### src/rtl/seq_add_sub_pkg.sv
// Shared types and helpers for the digit-serial adder/subtractor.
package seq_add_sub_pkg;

  typedef enum logic [1:0] {
    IDLE = 2'd0,
    RUN  = 2'd1,
    DONE = 2'd2
  } state_t;

  localparam logic OP_ADD = 1'b0;
  localparam logic OP_SUB = 1'b1;

  function automatic int digit_count(input int width, input int digit);
    return width / digit;
  endfunction

endpackage

### src/rtl/seq_add_sub_digit_adder.sv
// DIGIT-bit ripple-carry adder built from full-adder cells; also exposes the
// carry into its top bit so the caller can derive signed overflow.
module digit_adder #(
  parameter int DIGIT = 4
) (
  input  logic [DIGIT-1:0] a,
  input  logic [DIGIT-1:0] b,
  input  logic             cin,
  output logic [DIGIT-1:0] sum,
  output logic             cout,
  output logic             c_msb_in
);

  logic c;

  always_comb begin
    c        = cin;
    c_msb_in = 1'b0;
    sum      = '0;
    for (int i = 0; i < DIGIT; i++) begin
      if (i == DIGIT - 1) c_msb_in = c;
      sum[i] = a[i] ^ b[i] ^ c;
      c      = (a[i] & b[i]) | (c & (a[i] ^ b[i]));
    end
    cout = c;
  end

endmodule

### src/rtl/seq_add_sub.sv
// Digit-serial two's-complement adder/subtractor with carry/overflow/zero/negative flags.
// Optional macro SEQ_ADD_SUB_SATURATE_EN clamps overflowing results to the signed range.
module seq_add_sub
  import seq_add_sub_pkg::*;
#(
  parameter int WIDTH = 16,
  parameter int DIGIT = 4
) (
  input  logic             clk,
  input  logic             rst,
  input  logic             in_valid,
  output logic             in_ready,
  input  logic [WIDTH-1:0] a,
  input  logic [WIDTH-1:0] b,
  input  logic             add_sub,
  output logic             out_valid,
  input  logic             out_ready,
  output logic [WIDTH-1:0] result,
  output logic             carry_out,
  output logic             overflow,
  output logic             zero,
  output logic             negative,
  output state_t           dbg_state
);

  localparam int NDIG = digit_count(WIDTH, DIGIT);
  localparam int CW   = (NDIG > 1) ? $clog2(NDIG) : 1;
  localparam int LW   = $clog2(WIDTH);

  if (WIDTH < 2 || DIGIT < 1 || (WIDTH % DIGIT) != 0) begin : g_bad_params
    $error("seq_add_sub: WIDTH must be >= 2 and DIGIT must divide WIDTH");
  end

  // Handshakes: a transfer happens on a rising edge where valid && ready are
  // both high; valid never waits on ready, and a DONE result stays stable
  // until it is taken.
  state_t           state, state_next;
  logic [WIDTH-1:0] a_q, b_q;
  logic             carry_q;
  logic [CW-1:0]    cnt;
  logic             last;
  logic [LW-1:0]    lsb;
  logic [DIGIT-1:0] a_dig, b_dig, s_dig;
  logic             d_cout, d_cmsb, ovf_now;
  logic [WIDTH-1:0] res_next, res_final;

  assign dbg_state = state;
  assign last      = (cnt == CW'(NDIG - 1));

  always_ff @(posedge clk) begin
    if (rst) state <= IDLE;
    else     state <= state_next;
  end

  always_comb begin
    state_next = state;
    in_ready   = 1'b0;
    out_valid  = 1'b0;
    case (state)
      IDLE: begin
        in_ready = 1'b1;
        if (in_valid) state_next = RUN;
      end
      RUN:  if (last) state_next = DONE;
      DONE: begin
        out_valid = 1'b1;
        if (out_ready) state_next = IDLE;
      end
      default: state_next = IDLE;
    endcase
  end

  always_comb begin
    lsb   = LW'(int'(cnt) * DIGIT);
    a_dig = a_q[lsb +: DIGIT];
    b_dig = b_q[lsb +: DIGIT];
  end

  digit_adder #(.DIGIT(DIGIT)) u_digit_adder (
    .a        (a_dig),
    .b        (b_dig),
    .cin      (carry_q),
    .sum      (s_dig),
    .cout     (d_cout),
    .c_msb_in (d_cmsb)
  );

  always_comb begin
    res_next             = result;
    res_next[lsb +: DIGIT] = s_dig;
    ovf_now              = d_cmsb ^ d_cout;
`ifdef SEQ_ADD_SUB_SATURATE_EN
    if (ovf_now)
      res_final = a_q[WIDTH-1] ? {1'b1, {(WIDTH-1){1'b0}}} : {1'b0, {(WIDTH-1){1'b1}}};
    else
      res_final = res_next;
`else
    res_final = res_next;
`endif
  end

  always_ff @(posedge clk) begin
    if (rst) begin
      a_q       <= '0;
      b_q       <= '0;
      carry_q   <= 1'b0;
      cnt       <= '0;
      result    <= '0;
      carry_out <= 1'b0;
      overflow  <= 1'b0;
      zero      <= 1'b0;
      negative  <= 1'b0;
    end else begin
      case (state)
        IDLE: if (in_valid) begin
          a_q     <= a;
          b_q     <= b ^ {WIDTH{add_sub}};
          carry_q <= (add_sub == OP_SUB);
          cnt     <= '0;
        end
        RUN: begin
          carry_q <= d_cout;
          if (last) begin
            // Flags are taken from the final word, after any saturation.
            result    <= res_final;
            carry_out <= d_cout;
            overflow  <= ovf_now;
            zero      <= (res_final == '0);
            negative  <= res_final[WIDTH-1];
          end else begin
            result <= res_next;
            cnt    <= cnt + CW'(1);
          end
        end
        default: ;
      endcase
    end
  end

endmodule

### config.mk
export PLATFORM = sky130hd
export DESIGN_NAME = seq_add_sub
export DESIGN_NICKNAME = d
export VERILOG_FILES = /design/src/rtl/seq_add_sub_pkg.sv /design/src/rtl/seq_add_sub_digit_adder.sv /design/src/rtl/seq_add_sub.sv
export SDC_FILE = /design/constraint.sdc
export NUM_CORES = 1
export LEC_CHECK = 0
export ABC_AREA = 1
export CAP_MARGIN = 20
export CORE_AREA = 8 8 91 93
export DETAILED_ROUTE_END_ITERATION = 16
export DIE_AREA = 0 0 99 101
export PLACE_DENSITY = 0.7
export SYNTH_ARGS = -nofsm -noshare
export SYNTH_HDL_FRONTEND = slang
export SYNTH_SLANG_ARGS = --single-unit
### constraint.sdc
create_clock -name clk -period 4.18 [get_ports clk]
set_input_delay 0.627 -clock clk [delete_from_list [all_inputs] [get_ports clk]]
set_output_delay 0.627 -clock clk [all_outputs]
set_load 0.02 [all_outputs]
**Word-level counts from Yosys, hierarchy flattened**

Cells that the tools add are included.

- Add/sub/neg operators: 2
- Eq/ne operators: 7
- Shift-type cells: 4
- Muxes and demuxes: 12
- Bitwise gates (word level): 22
- Reductions and logical operators: 8

Operators by type and width:

| operator | count |
|---|---|
| $shiftx 16x5->4 | 2 |
| $bwmux 16 | 1 |
| $logic_not 16->1 | 1 |
| $shift 4x6->16 const A | 1 |
| $shiftx 4x6->16 | 1 |
| $xor 16x16->16 | 1 |
| $mux 2 | 5 |
| $xor 1x1->1 | 9 |
| $and 1x1->1 | 8 |
| $ne 2x2->1 const B | 4 |
| $neg 4->6 | 1 |
| $pmux 2 s3 | 1 |
| $reduce_and 2->1 | 3 |
| $reduce_and 3->1 | 2 |
| $eq 2x2->1 const B | 2 |
| $or 1x1->1 | 4 |
| $pmux 2 s2 | 1 |
| $mux 1 | 3 |
| $add 2x1->2 const B | 1 |
| $eq 2x1->1 const B | 1 |
| $logic_not 2->1 | 1 |
| $pmux 1 s2 | 1 |
| $reduce_bool 2->1 | 1 |

- Bits in registers: 57
- Input bits: 37
- Output and inout bits: 24
- Word-level logic and storage cells: 65

**Depth between registers and ports, before layout**

- Depth after elaboration: 12
- Gate-level depth with buffers: 19

**Modules after synthesis**

A second synthesis with hierarchy kept.

- Cells, all modules: 422
- Area, all modules: 2949.1 µm²

By module, submodules not included:

| module | times used | cells an instance | area an instance (µm²) | seq. area each (µm²) |
|---|---|---|---|---|
| seq_add_sub | 1 | 410 | 2839.0 | 1141.1 |
| digit_adder | 1 | 12 | 110.1 | 0.0 |

**Worst setup path after synthesis**

No wires, ideal clock.

- Path kind: reg2reg
- Start: register cnt[0]
- End: register zero
- Library setup time: 0.073 ns
- Arrival time: 3.226 ns
- Required time: 4.107 ns
- Slack: 0.881 ns
- Stages on the path, launching flop included: 19
- Period minus slack after synthesis: 3.299 ns
- Path through: dfxtp_1 -> buf_2 -> buf_2 -> nand2_1 -> a32o_1 -> fa_1 -> inv_1 -> fa_1 -> inv_1 -> fa_1 -> fa_1 -> nor2_1 -> inv_1 -> nor2_1 -> a21oi_1 -> nand2_1 -> nor2_1 -> nand3_1 -> a21oi_1

- Cells in the longest elaborated chain, start to end: 12

Ends and longest elaborated chain:

| item | RTL line | RTL |
|---|---|---|
| from (decl) | seq_add_sub.sv:40 | `logic [CW-1:0] cnt;` |
| from (signal assigned) | seq_add_sub.sv:132 | `cnt <= cnt + CW'(1);` |
| $shiftx 16x5->4 (on tied branches) | seq_add_sub.sv:75, seq_add_sub.sv:76 |  |
| $xor 1x1->1 | seq_add_sub_digit_adder.sv:22, seq_add_sub_digit_adder.sv:23 |  |
| $and 1x1->1 | seq_add_sub_digit_adder.sv:23 | `c = (a[i] & b[i]) \| (c & (a[i] ^ b[i]));` |
| $or 1x1->1 | seq_add_sub_digit_adder.sv:23 |  |
| $and 1x1->1 | seq_add_sub_digit_adder.sv:23 |  |
| $or 1x1->1 | seq_add_sub_digit_adder.sv:23 |  |
| $and 1x1->1 | seq_add_sub_digit_adder.sv:23 |  |
| $or 1x1->1 | seq_add_sub_digit_adder.sv:23 |  |
| $xor 1x1->1 | seq_add_sub_digit_adder.sv:22 | `sum[i] = a[i] ^ b[i] ^ c;` |
| $shiftx 4x6->16 | seq_add_sub.sv:90 | `res_next[lsb +: DIGIT] = s_dig;` |
| $bwmux 16 | seq_add_sub.sv:90 |  |
| $logic_not 16->1 | seq_add_sub.sv:128 | `zero <= (res_final == '0);` |
| to (signal assigned) | seq_add_sub.sv:128 |  |
| to (decl) | seq_add_sub.sv:21 | `output logic zero,` |

Several ways; a longest one is shown, not always the timed one.
A chain may end at the register's enable or synchronous reset.

**Worst setup path in the final report**

- Start: register cnt[1]
- End: register zero

The elaborated chain is that of the path after synthesis.

==> metrics.md <==
| Metric | Value |
|---|---|
| DRC viols | `0` |
| Slew @ Worst Pin | `between 800 and 900 ps` |
| Yosys Warn Count | `0` |
| Crit start category | `flip-flop` |
| Routed length per instance | `12.8 µm` |
| Worst Hold Path EP | `b_q[3]` |
| Number of global-route vias before repair | `2595` |
| Hold path depth | `2` |
| Worst-path clk slew | `70 ps` |
| Clk_lat worst skew | `340 ps` |
| Largest net degree at the start of global routing | `39` |
| Root Buffer | `clkbuf_8` |
| Max Cap Viol | `0` |
| Height of the die | `101 µm` |
| PD cells | `377 nW/µm²` |
| CP arrival | `3750 ps` |
| Status | `complete, no violations` |
| Starting Density | `43.1%` |
| Main area contributors after synthesis | `dfxtp_1, nor2_1, o21ai_0` |
| RD Place Congestion | `between 0.8 and 0.9` |
| Largest area contributor in the netlist | `dfxtp_1` |
| Die X | `99 µm` |
| Worst R2R Path Depth | `18` |
| Hold path start | `b_q[3]` |
| Setup TNS | `0 ps` |
| Initial antenna violation count | `0` |
| CP required | `4450 ps` |
| CP max stage cell | `fa_1` |
| Resize count post-CTS | `0` |
| Minimum clock period | `3480 ps` |
| Synth unique cells | `29` |
| First-pass GRT wire length | `around 12000 µm` |
| # rows | `31` |
| Fillcell total | `684` |
| Ys async rst share | `0%` |
| Total Wirelength | `7170 µm` |
| Antenna viol nets, final | `0` |
| VDD IR max | `between 0.15 and 0.2 mV` |
| Hold-fix buffers, CTS | `0` |
| Sequential cell area fraction in the yosys report | `38.2%` |
| Total track usage | `14.8%` |
| Layout area overhead | `26.7%` |
| Main flop type after synthesis | `dfxtp_1` |
| Bufs on Longest Clock Path | `2` |
| Syn_area_per_cell | `7.19 µm²` |
| Pleak | `1.64 nW` |
| Final HPWL DP | `5300 µm` |
| Pre-antenna DRT Iters | `4` |
| Cell Area, Synth | `around 3000 µm²` |
| Worst hold-check path type | `reg2reg` |
| CP endpoint kind | `flip-flop` |
| CP peak stage delay | `510 ps` |
| Post-layout nets | `roughly 520` |
| Post-Synthesis Cells | `416` |
| Fin. Hold Viols | `0` |
| Worst Path Max Fanout | `14` |
| CTS Buf Count | `9` |
| Port Buf Inserts | `60` |
| Worst Setup Path Type | `reg2reg` |
| #FFs+latches synth | `57` |
| Finished Core Util | `54.5%` |
| Max-slew violations | `0` |
| Initial DRC count | `154` |
| Vias per std cell | `4.89` |
| Ant diodes | `0` |
| Setup-failing EPs final | `0` |
| Syn Nets | `463` |
| R2r setup slk | `about 700 ps` |
| Clock skew | `10.4 ps` |
| Critical Path Source | `cnt[1]` |
| RSZ-0062 raised after global routing | `no` |
| Vias post-DR | `2729` |
| Die ar. | `10000 µm²` |
| Worst reg2reg path startpoint | `cnt[1]` |
| Core Region | `6940 µm²` |
| Post-synth top area share | `38.2%` |
| Post-CTS Setup Inserts | `0` |
| Layout cells sized above 1 | `7.56%` |
| Post-synth EDFFs | `0` |
| Max_slew headroom | `40.6%` |
| Top achievable clock speed | `287 MHz` |
| Cells along the critical path | `buf_4 > inv_1 > a21oi_1 > a32o_1 > fa_1 > inv_1 > fa_1 > inv_1 > fa_1 > fa_1 > nor2_1 > inv_1 > nor2_1 > a21oi_1 > nand2_1 > nor2_1 > nand3_1 > a21oi_1` |
| CTS tree | `built` |
| H-tree depth reported by CTS | `3` |
| # IOs | `61` |
| Final Cycle Share | `a little over four fifths` |
| RR Endpoint | `zero` |
| Congestion Overflow GR | `0` |
| Sink Count | `57` |
-- synth_stat cells (7+ instances only) --
| cell | n |
|---|---|
| dfxtp_1 | 57 |
| nor2_1 | 94 |
| nand2_1 | 58 |
| a21oi_1 | 23 |
| o21ai_0 | 44 |
| buf_2 | 7 |
| nand3_1 | 10 |
| inv_2 | 7 |
| o211ai_1 | 8 |
| xnor2_1 | 11 |
| clkbuf_1 | 7 |
| inv_1 | 43 |
-- worst max path at each step --
| stage | endpoint | slack [ps] | depth (start not counted) |
|---|---|---|---|
| 3_5_place_dp | zero | 750 | 18 |
| 6_report | zero | 700 | 18 |
| 3_3_place_gp | zero | 830 | 18 |
| 5_1_grt | zero | 450 | 18 |
| 4_1_cts | zero | 730 | 18 |
| 2_1_floorplan | zero | 880 | 18 |
-- routing by layer --
| layer | wire [µm] | vias up | track usage, % |
|---|---|---|---|
| li1 | - | 1430 | - |
| met1 | 3250 | 1215 | 17.6 |
| met2 | 3410 | 72 | 23.8 |
| met3 | 371 | 12 | 3.59 |
| met4 | 140 | 0 | 8.50 |
| met5 | 0 | - | 0 |
-- critical path: cells and delay by family, from the launching register on --
family | cells | cell delay, ps
flip-flops | 1 | 300
buffers and inverters | 5 | 650
AO/OA/AOI/OAI | 4 | 590
AND/OR/NAND/NOR | 5 | 390
adder cells (fa/ha/maj) | 4 | 1470
-- per-stage QoR --
stage / power (mW) / instances / hold slack, ps / setup slack, ps / area (µm²)
after floorplan: 0.862 / 416 / 424 / 881 / 2990
after global placement: 0.976 / 542 / 441 / 828 / 3610
after detailed placement: 0.980 / 542 / 445 / 747 / 3610
after CTS: 1.44 / 558 / 456 / 725 / 3790
after global routing: 1.51 / 558 / 471 / 453 / 3790
final: 1.43 / 558 / 455 / 698 / 3790
-- area by class of cell --
type	count	area, µm²	share of cell area (%)
clock buffer	13	159	4.20
tap	82	103	2.71
timing repair buffer	65	638	16.9
sequential	57	1140	30.1
clock inverter	3	15.0	0.397
inverter	50	188	4.96
multi-input combinational	288	1540	40.7
-- placed cells by master, fill, tap and decap left out, drive strengths merged --
cell,count
ha,6
dfxtp,57
fa,4
a32o,3
a211oi,10
a21oi,24
o22ai,2
xor2,6
clkbuf,13
nand3b,1
o21ai,44
nand3,10
inv,50
xnor2,11
nor2,97
nand2,59
clkinv,3
buf,5
clkdlybuf4s50,60
a21boi,2
o211ai,8
a221oi,1
-- flip-flops by register name, summed over array words and instances, names as in the netlist --
| register | count |
|---|---|
| result | 16 |
| a_q | 16 |
| negative | 1 |
| cnt | 2 |
| carry_q | 1 |
| dbg_state | 2 |
| carry_out | 1 |
| b_q | 16 |
| zero | 1 |
| overflow | 1 |
-- report_power, final --
part / leakage [nW] / internal [mW] / switching [mW] / total [mW]
combinational: 1.08 / 0.152 / 0.200 / 0.351
sequential: 0.470 / 0.588 / 0.0289 / 0.617
clock: 0.0932 / 0.245 / 0.215 / 0.460
total: 1.64 / 0.984 / 0.444 / 1.43
-- logic make-up after synthesis --
| group | Yosys count | share of synthesized area, % |
|---|---|---|
| xor+xnor | 17 | 4.98 |
| flops | 57 | 38.2 |
| buf+inv | 71 | 10.2 |
| compound gates | 94 | 19.1 |
| fa+ha+maj | 10 | 5.19 |
| simple gates | 167 | 22.3 |
(Power assumes the default switching activity.)
